**src/rtl/sigma_delta_adc.sv**
```systemverilog
// sigma_delta_adc: first-order sigma-delta front end with a 2nd-order CIC
// decimator (ratio R = 2**DECIM_LOG2) producing 16-bit offset-binary samples.
//
// Ports:
//   clk        - single clock, rising edge
//   reset      - synchronous, active-high reset
//   sd_in      - external comparator output (asynchronous to clk)
//   sd_fb      - feedback drive to the external RC integrator
//   dout       - 16-bit unsigned sample, 0x0000 = full-scale low, 0xFFFF = high
//   dout_valid - one-cycle strobe marking a new dout
module sigma_delta_adc #(
  parameter int unsigned DECIM_LOG2 = 8
) (
  input  logic        clk,
  input  logic        reset,
  input  logic        sd_in,
  output logic        sd_fb,
  output logic [15:0] dout,
  output logic        dout_valid
);

  localparam int unsigned W     = 2 * DECIM_LOG2 + 1;
  localparam int unsigned SHIFT = 16 - 2 * DECIM_LOG2;
  localparam int unsigned SW    = 17;
  localparam int unsigned CW    = DECIM_LOG2;

  logic          s1;
  logic          s2;
  logic [CW-1:0] cnt;
  logic [W-1:0]  i1;
  logic [W-1:0]  i2;
  logic [W-1:0]  i2_d;
  logic [W-1:0]  c1_d;
  logic [1:0]    warm;

  logic          tick_c;
  logic [W-1:0]  c1_c;
  logic [W-1:0]  c2_c;
  logic [SW-1:0] scaled_c;
  logic [15:0]   sat_c;

  // Feedback is the synchronized comparator bit itself.
  assign sd_fb = s2;

  // Tick on the last phase of each decimation period.
  assign tick_c = (cnt == {CW{1'b1}});

  // Comb stages, modulo 2^W; integrator wrap cancels out here.
  assign c1_c = i2 - i2_d;
  assign c2_c = c1_c - c1_d;

  // c2 never exceeds R^2, so only the all-ones case sets bit 16.
  assign scaled_c = SW'(c2_c) << SHIFT;
  assign sat_c    = scaled_c[16] ? 16'hFFFF : scaled_c[15:0];

  // Synchronizer, integrators, comb state, warm-up and output register.
  always_ff @(posedge clk) begin
    if (reset) begin
      s1         <= 1'b0;
      s2         <= 1'b0;
      cnt        <= '0;
      i1         <= '0;
      i2         <= '0;
      i2_d       <= '0;
      c1_d       <= '0;
      warm       <= 2'd0;
      dout       <= 16'h0000;
      dout_valid <= 1'b0;
    end else begin
      s1         <= sd_in;
      s2         <= s1;
      cnt        <= cnt + CW'(1);
      i1         <= i1 + W'(s2);
      i2         <= i2 + i1;
      dout_valid <= 1'b0;
      if (tick_c) begin
        i2_d <= i2;
        c1_d <= c1_c;
        // The first two periods only prime the comb delay registers.
        if (warm != 2'd2) begin
          warm <= warm + 2'd1;
        end else begin
          dout       <= sat_c;
          dout_valid <= 1'b1;
        end
      end
    end
  end

endmodule
```
**config.mk**
```make
export PLATFORM = sky130hd
export DESIGN_NAME = sigma_delta_adc
export DESIGN_NICKNAME = d
export VERILOG_FILES = /design/src/rtl/sigma_delta_adc.sv
export SDC_FILE = /design/constraint.sdc
export NUM_CORES = 1
export LEC_CHECK = 0
export ABC_AREA = 1
export BUFFER_PORTS_ARGS = -buffer_cell sky130_fd_sc_hd__buf_2
export CAP_MARGIN = 20
export CORE_MARGIN = 2
export CORE_UTILIZATION = 52
export CTS_BUF_LIST = sky130_fd_sc_hd__clkbuf_4
export DETAILED_ROUTE_END_ITERATION = 8
export PLACE_DENSITY_LB_ADDON = 0.15
export SYNTH_ARGS = -nofsm -noshare
export SYNTH_HDL_FRONTEND = slang
export SYNTH_SLANG_ARGS = --single-unit
export TNS_END_PERCENT = 5
```
**constraint.sdc**
```tcl
create_clock -name clk -period 3.42 [get_ports clk]
set_input_delay 0.684 -clock clk [delete_from_list [all_inputs] [get_ports clk]]
set_output_delay 0.684 -clock clk [all_outputs]
set_load 0.01 [all_outputs]
```
Yosys cells after proc, flatten, opt, wreduce, memory -nomap -nowiden
Index checks and enable logic that the tools add are counted.
{"block": "word_totals", "output_inout_bits": 18, "inputBits": 3, "mem_bits_rw": 0, "latch_bits": 0, "romBits": 0, "elab_cells": 25, "reg_bits": 97, "memories": 0}
{"block": "op_classes", "order_cmp": 0, "n_addsub": 6, "mul": 0, "n_reduce_logical": 3, "eq_ne": 2, "n_mux": 2, "shift": 0, "div": 0, "n_bitwise": 2}
{"op": "subtractor 17 bit", "count": 2}
{"op": "adder 17 x 1 -> 17 bit", "count": 1}
{"op": "adder 17 bit", "count": 1}
{"op": "two-way mux 16 bit", "count": 1}
{"op": "adder 8 x 1 -> 8 bit, second input constant", "count": 1}
{"op": "== test 8 bit, second input constant", "count": 1}
{"op": "AND reduction 2 bit", "count": 2}
{"op": "adder 2 x 1 -> 2 bit, second input constant", "count": 1}
{"op": "!= test 2 bit, second input constant", "count": 1}
{"op": "inverter 1 bit", "count": 2}
{"op": "OR reduction 2 bit", "count": 1}
{"op": "two-way mux 1 bit", "count": 1}

Depth between registers and ports, before layout
Gate-level depths: netlist of the first run.
{"block": "depth", "ltp_word": 3, "depth_mapped": 25}

Worst setup path after synthesis of the first run
Ideal clock, no wire load.
{"block": "synth_timing", "kind": "register -> register", "from": "reg i2[0]", "to": "reg dout[8]", "slack_ns": 0.417, "period_less_slack_ns": 3.003, "n_path_buf": 1, "stages_incl_launch_ff": 26, "t_arrival_ns": 2.895, "required_ns": 3.311, "cell_sequence": "dfxtp_1 > inv_1 > ha_1 > fa_1 > inv_1 > nand2_1 > nand2_1 > nand3_1 > nand2_4 > a21oi_1 > o21ai_0 > xor2_1 > ha_1 > nand2_1 > inv_1 > nand3_1 > nor2_1 > nor2_1 > nand2_1 > inv_1 > nand3_2 > nand2_4 > buf_12 > nand3_2 > nand2_1 > inv_1"}
{"block": "synth_via", "elab_chain_len": 3}
{"element": "from (decl)", "line_no": "31", "rtl": "logic [W-1:0] i2;"}
{"element": "from (signal assigned)", "line_no": "74", "rtl": "i2 <= i2 + i1;"}
{"element": "subtractor 17 bit", "line_no": "49", "rtl": "assign c1_c = i2 - i2_d;"}
{"element": "via c1_c[12]", "line_no": "37", "rtl": "logic [W-1:0] c1_c;"}
{"element": "subtractor 17 bit", "line_no": "50", "rtl": "assign c2_c = c1_c - c1_d;"}
{"element": "two-way mux 16 bit", "line_no": "54", "rtl": "assign sat_c = scaled_c[16] ? 16'hFFFF : scaled_c[15:0];"}
{"element": "to (signal assigned)", "line_no": "83", "rtl": "dout <= sat_c;"}
{"element": "to (decl)", "line_no": "18", "rtl": "output logic [15:0] dout,"}
The timed path passes the listed nets, and every way through them passes these cells.
A chain may end at the register's enable or synchronous reset.

Final worst setup path of the first run
{"block": "layout_timing", "from": "reg i2[0]", "to": "reg dout[6]"}
The elaborated chain is that of the path after synthesis.

==> results.tsv, run 1 <==
stage	metric	value	unit
synthesis	Syn Nets	920	
layout	most frequent cells in the layout	146 x inv_1, 138 x nand2_1, 95 x a21oi_1, 95 x dfxtp_1, 73 x nor2_1	
clock_network	post-cts hold buffer count	0	
layout	antenna cell count	0	
sta	Setup TNS	0	ns
clock_network	H-tree depth	3	
synthesis	syn avg cell area	7.07	µm²
sta	Worst Clk Skew	0.0270	ns
place	post-DP HPWL	10.1	mm
clock_network	worst skew pair latency	0.49	ns
critical_path	r2r worst-path depth	24	
synthesis	post-synthesis sequential area ratio	31.8	%
sta	Rel. slew slack	59.9	%
clock_network	Root Buffer	clkbuf_4	
pwr	sequential share of power	57.1	%
worst_hold_path	hold depth	3	
critical_path	Req. time, crit path	3.81	ns
layout	area of the multi-input gates	3580	µm²
critical_path	Critical Path Start	i2[0]$_SDFF_PP0_	
job	MaxCap Viol Count	0	
synthesis	portion of netlist area occupied by mux cells	0	%
global_routing	largest net degree at the start of global routing	60	
pwr	internal power	1.44	mW
sta	Final Max Slew Viols	0	
critical_path	CP Max Fanout	8	
place	Final GP Congestion	0.886	
global_routing	first-pass GRT wire length	22.6	mm
critical_path	worst path arrival time	3.63	ns
clock_network	CTS max path bufs	2	
detailed_routing	DR vias	5374	
sta	Worst-Margin Slew	0.594	ns
clock_network	CTS sink count	97	
floorplan	Die ar.	12600	µm²
sta	fin crit share	94.6	%
critical_path	Reg-to-Reg Start	i2[0]$_SDFF_PP0_	
pwr	Tot Pwr	2.00	mW
synthesis	Ys Warns	0	
floorplan	row cnt	39	
critical_path	CP startpoint kind	flop	
critical_path	reg2reg setup slack	0.19	ns
pwr	Max IR drop VDD	0.247	mV
clock_network	TritonCTS clock tree	done	
critical_path	CP Capture Point	dout[6]$_SDFFE_PP0P_	
layout	Filler cells	1098	
detailed_routing	Detailed Routing Iterations Pass 1	4	
critical_path	crit end category	flop	
layout	register area	1940	µm²
worst_hold_path	HP Class	input pin to flop	
synthesis	Yosys cell types	44	
synthesis	synthesized area	6100	µm²
synthesis	Synth Instances	862	
place	Port Buf Inserts	20	
clock_network	TritonCTS buffer count	9	
synthesis	post-synthesis compound-gate area fraction	19.2	%
detailed_routing	vias per cell	5.21	
global_routing	GRT Resource Usage Total	21.7	%
floorplan	core area	11400	µm²
pwr	Clock power frac	33.3	%
synthesis	Post-Synth XOR/XNOR Area	3.88	%
pwr	total net switching power	0.560	mW
synthesis	top_reg_cell synth	dfxtp_1	
layout	Core Util, Final	57.8	%
global_routing	vias in the first global route	5163	
sta	maximum clock frequency	309	MHz
outcome	outcome	finished clean	
detailed_routing	DRC viols	0	
sta	hold violation count in the final report	0	
floorplan	Die X	112	µm
critical_path	R2R Path End	dout[6]$_SDFFE_PP0P_	
floorplan	initial core utilization	53.4	%
clock_network	Reg clk slew, reported paths	0.16	ns
pwr	Logic pwr share	9.6	%
synthesis	main combinational cell family by area after synthesis	simple AND/OR/NAND/NOR gates	
layout	fraction of layout cells with a size suffix above 1	11.0	%
floorplan	io pins	21	
detailed_routing	Routed wire per std cell	12.9	µm
sta	min cycle time layout	3.23	ns
synthesis	Adder-Cell Fraction of Synth Area	11.7	%
layout	commonest non-fill, non-tap cell in the layout	inv_1	
detailed_routing	post-route ant nets	0	
synthesis	FF+latch count, synth	97	
layout	Layout area overhead	8.31	%
synthesis	async set-or-reset flop fraction in the synthesized netlist	0	%
pwr	P per Cell Area	303	nW/µm²
pwr	switch share	28.0	%
detailed_routing	DRT iter0 DRCs	190	
pwr	P_leak	3.25	nW
layout	# nets final	942	
critical_path	Crit Path Class	flop to flop	
synthesis	Simple-Gate Fraction of Synth Area	22.2	%
detailed_routing	Routed WL	13.3	mm
global_routing	initial antenna violation count	0	
floorplan	Die Y	112	µm
sta	Final setup viols	0	
synthesis	Post-synth EDFFs	0	
global_routing	gr ovfl total	0	
-- worst max-delay path, stage by stage, from the launching register on --
cell     delay, ns
dfxtp_2       0.36
inv_1         0.05
ha_2          0.20
fa_2          0.35
inv_1         0.07
nand2_1       0.05
nand2_1       0.08
nand3_2       0.09
nand2_4       0.10
a21oi_2       0.07
o21ai_1       0.17
xor2_1        0.24
ha_1          0.30
nand2_1       0.07
inv_1         0.06
nand3_2       0.09
nor2_1        0.07
nor2_1        0.13
nand2_2       0.09
inv_2         0.07
nand3_4       0.12
nand2_4       0.17
nand3_2       0.08
nand2_1       0.07
inv_1         0.03
-- flip-flops by register name, summed over array words and instances (netlist names) --
name / count
dout_valid: 1
i2: 17
dout: 16
cnt: 8
c1_d: 17
sd_fb: 1
s1: 1
warm: 2
i1: 17
i2_d: 17
-- metrics by stage --
| step | std cells | setup WS [ns] | cell area (µm²) | hold slack, ns |
|---|---|---|---|---|
| final | 1032 | 0.186 | 6600 | 0.382 |
| after global routing | 1032 | -0.0674 | 6600 | 0.373 |
| after CTS | 1028 | 0.00737 | 6460 | 0.352 |
| after detailed placement | 1012 | 0.0467 | 6310 | 0.403 |
| after global placement | 1012 | 0.155 | 6310 | 0.397 |
| after floorplan | 862 | 0.417 | 6100 | 0.388 |
-- per-layer routing --
metal,routed length (µm),GRT usage (%),part of all wire (%),up-vias
met1,6110,26.0,46,2441
met2,6640,39.2,50,48
li1,-,-,-,2864
met3,246,2.97,1.8,21
met4,311,8.21,2.3,0
met5,0,0,0,-
-- worst min path at each step --
stage	from	to	slack, ns
3_5_place_dp	s1$_SDFF_PP0_	sd_fb$_SDFF_PP0_	0.40
6_report	sd_in	s1$_SDFF_PP0_	0.38
4_1_cts	sd_in	s1$_SDFF_PP0_	0.35
5_1_grt	sd_in	s1$_SDFF_PP0_	0.37
3_3_place_gp	s1$_SDFF_PP0_	sd_fb$_SDFF_PP0_	0.40
2_1_floorplan	s1$_SDFF_PP0_	sd_fb$_SDFF_PP0_	0.39
-- layout make-up --
cell class	count	area share (%)
Clock buffer	9	1.02
Clock inverter	7	1.25
Inverter	150	8.53
Multi-Input combinational cell	595	54.3
Sequential cell	97	29.4
Tap cell	143	2.71
Timing Repair Buffer	31	2.77
-- repair_timing --
item / in CTS / in global routing
hold endpoints to repair: 0 / 0
endpoints found under the setup margin: 0 / 16
resized for setup: 0 / 26
buffers inserted: 0 / 3
-- power groups by stage --
| stage | clock network (mW) | logic, mW | registers [mW] |
|---|---|---|---|
| 3_3_place_gp | 0 | 0.168 | 1.16 |
| 2_1_floorplan | 0 | 0.144 | 1.16 |
| 3_5_place_dp | 0 | 0.171 | 1.17 |
| 4_1_cts | 0.691 | 0.172 | 1.14 |
| 6_report | 0.666 | 0.191 | 1.14 |
| 5_1_grt | 0.729 | 0.215 | 1.14 |
-- cell families after synthesis --
family                   Yosys count
AND/OR/NAND/NOR                  301
buffers and inverters            171
flip-flops                        97
adder cells (fa/ha/maj)           55
XOR/XNOR                          27
AO/OA/AOI/OAI                    211
-- cells in the mapped netlist, drive strengths merged, types with 8 or more instances --
master  instances  area (µm²)
a21oi         100         508
xnor2          11        96.3
nor2           77         304
inv           150         563
dfxtp          97        1940
o21ai          70         350
nor3           12        65.1
buf             8        63.8
nand3          48         290
xor2           16         140
o21a           21         158
ha             52         651
clkbuf         13        58.8
nand2         147         579
No activity file was read; power rests on OpenSTA's default activity.
==> run 2, diff against run 1 <==
--- a/config.mk
+++ b/config.mk
@@ -6,8 +6,9 @@
 export NUM_CORES = 1
 export LEC_CHECK = 0
 export ABC_AREA = 1
-export BUFFER_PORTS_ARGS = -buffer_cell sky130_fd_sc_hd__buf_2
+export BUFFER_PORTS_ARGS = -buffer_cell sky130_fd_sc_hd__buf_4
 export CAP_MARGIN = 20
+export CORE_ASPECT_RATIO = 1.4
 export CORE_MARGIN = 2
 export CORE_UTILIZATION = 52
 export CTS_BUF_LIST = sky130_fd_sc_hd__clkbuf_4
==> results.tsv, run 2 (synthesis results as in run 1) <==
stage	metric	value	unit
outcome	outcome	finished clean	
critical_path	Reg-to-Reg Start	i2[0]$_SDFF_PP0_	
critical_path	Slowest-stage cell, CP	ha_1	
layout	Core Util, Final	58.4	%
place	Port Buf Inserts	20	
sta	fin crit share	93.6	%
clock_network	H-tree depth	3	
critical_path	reg2reg setup slack	0.22	ns
critical_path	r2r worst-path depth	23	
detailed_routing	DR vias	5405	
pwr	P_leak	3.23	nW
layout	commonest non-fill, non-tap cell in the layout	inv_1	
layout	post-route insts no fill	1031	
sta	Worst-Margin Slew	0.578	ns
floorplan	Die ar.	12600	µm²
critical_path	CP startpoint kind	flop	
global_routing	vias in the first global route	5326	
sta	Final setup viols	0	
critical_path	WP buf/inv	5	
detailed_routing	Routed wire per std cell	12.8	µm
clock_network	Reg clk slew, reported paths	0.16	ns
clock_network	CTS max path bufs	2	
floorplan	io pins	21	
job	MaxCap Viol Count	0	
critical_path	R2R Path End	dout[10]$_SDFFE_PP0P_	
critical_path	Stages on worst setup path	23	
place	Final GP Congestion	0.888	
layout	most frequent cells in the layout	146 x inv_1, 137 x nand2_1, 95 x dfxtp_1	
pwr	sequential share of power	60.4	%
critical_path	Top cell by count, worst path	inv_1	
floorplan	core area	11400	µm²
layout	post-route cell area	6660	µm²
critical_path	cell family with most CP delay	simple AND/OR/NAND/NOR gates	
critical_path	Critical Path Start	i2[0]$_SDFF_PP0_	
detailed_routing	post-route ant nets	0	
sta	maximum clock frequency	312	MHz
critical_path	CP Capture Point	dout[10]$_SDFFE_PP0P_	
layout	# nets final	939	
worst_hold_path	HP Class	flop to flop	
clock_network	Root Buffer	clkbuf_4	
sta	Worst Clk Skew	0.0210	ns
clock_network	TritonCTS clock tree	done	
global_routing	gr ovfl total	0	
critical_path	CP Max Fanout	8	
detailed_routing	vias per cell	5.24	
pwr	internal power	1.37	mW
global_routing	first-pass GRT wire length	22.3	mm
pwr	Tot Pwr	1.89	mW
place	Inst Count DP	1010	
pwr	switch share	27.7	%
pwr	Max IR drop VDD	0.169	mV
critical_path	Crit Path Class	flop to flop	
layout	Layout area overhead	9.23	%
floorplan	Die X	95.5	µm
global_routing	initial antenna violation count	1	
critical_path	worst path arrival time	3.56	ns
place	Post-DP Area	6340	µm²
global_routing	largest net degree at the start of global routing	62	
floorplan	Die Y	132	µm
floorplan	row cnt	46	
sta	min cycle time layout	3.20	ns
pwr	total net switching power	0.524	mW
clock_network	post-cts hold buffer count	0	
place	post-DP HPWL	9.87	mm
sta	Rel. slew slack	61.0	%
global_routing	GRT Resource Usage Total	21.7	%
detailed_routing	DRT iter0 DRCs	148	
pwr	Clock power frac	29.2	%
sta	Final Max Slew Viols	0	
detailed_routing	Routed WL	13.2	mm
floorplan	initial core utilization	53.5	%
clock_network	worst skew pair latency	0.45	ns
layout	fraction of layout cells with a size suffix above 1	11.1	%
critical_path	critical-path cell list	inv_1 -> ha_4 -> fa_2 -> inv_1 -> nand2_1 -> nand2_2 -> nand3_2 -> nand2_4 -> a21oi_2 -> xor2_1 -> ha_1 -> nand2_2 -> inv_1 -> a21oi_2 -> nor2_1 -> nor2_1 -> nand2_2 -> inv_2 -> nand3_4 -> nand2_8 -> nand3_2 -> nand2_1 -> inv_1	
clock_network	CTS sink count	97	
detailed_routing	DRC viols	0	
critical_path	Req. time, crit path	3.78	ns
critical_path	max incr delay on CP	0.38	ns
sta	hold violation count in the final report	0	
pwr	Logic pwr share	10.4	%
critical_path	crit end category	flop	
detailed_routing	Detailed Routing Iterations Pass 1	4	
clock_network	TritonCTS buffer count	9	
pwr	P per Cell Area	284	nW/µm²
run 2: cell count changes in the layout (fill, tap and decap cells not counted), sizes merged:
| cell | delta |
|---|---|
| diode | +1 |
| buf | -3 |
| inv | -3 |
| clkinv | +4 |
| bufinv | -1 |
| clkbuf | +1 |
| clkinvlp | -1 |
run 2: worst min-delay path by stage:
stage / startpoint / end / slack, ns / cells past startpoint
2_1_floorplan: s1$_SDFF_PP0_ / sd_fb$_SDFF_PP0_ / 0.39 / 2
3_3_place_gp: s1$_SDFF_PP0_ / sd_fb$_SDFF_PP0_ / 0.40 / 2
3_5_place_dp: s1$_SDFF_PP0_ / sd_fb$_SDFF_PP0_ / 0.40 / 2
4_1_cts: sd_in / s1$_SDFF_PP0_ / 0.39 / 3
5_1_grt: sd_in / s1$_SDFF_PP0_ / 0.39 / 3
6_report: s1$_SDFF_PP0_ / sd_fb$_SDFF_PP0_ / 0.42 / 2
run 2: layer usage:
metal / part of all wire (%) / track usage (%)
met1: 41 / 23.2
met2: 55 / 41.8
met3: 2.3 / 3.43
met4: 2.5 / 7.22
met5: 0 / 0
run 2: cell type report:
| type | count | area [µm²] |
|---|---|---|
| antenna | 1 | 2.50 |
| clock buffer | 10 | 75.1 |
| clock inverter | 6 | 42.5 |
| fill | 1126 | 4740 |
| inverter | 150 | 563 |
| multi-input combinational | 595 | 3640 |
| sequential | 97 | 1940 |
| tap | 144 | 180 |
| timing repair buffer | 28 | 210 |
run 2: through the flow:
stage / TNS [ns] / hold WS [ns] / setup slack [ns]
global placement: 0 / 0.401 / 0.180
global route: -0.0612 / 0.394 / -0.0318
detailed placement: 0 / 0.399 / 0.0603
CTS: 0 / 0.394 / 0.0159
floorplan: 0 / 0.388 / 0.417
finish: 0 / 0.417 / 0.220
run 2: power by group through the flow:
stage | combinational (mW) | sequential [mW] | clock [mW]
3_3_place_gp | 0.164 | 1.16 | 0
6_report | 0.196 | 1.14 | 0.552
5_1_grt | 0.220 | 1.14 | 0.630
4_1_cts | 0.168 | 1.14 | 0.583
3_5_place_dp | 0.168 | 1.17 | 0
2_1_floorplan | 0.144 | 1.16 | 0
run 2: timing repair:
action / in CTS / in global routing
resized for setup: 0 / 35
setup endpoints to repair: 0 / 16
setup buffers: 0 / 3
run 2: tightest hold or removal path, cell delays in order (launching register included):
cell and delay (ns):
dfxtp_1 0.33, inv_1 0.04, nor2_1 0.03
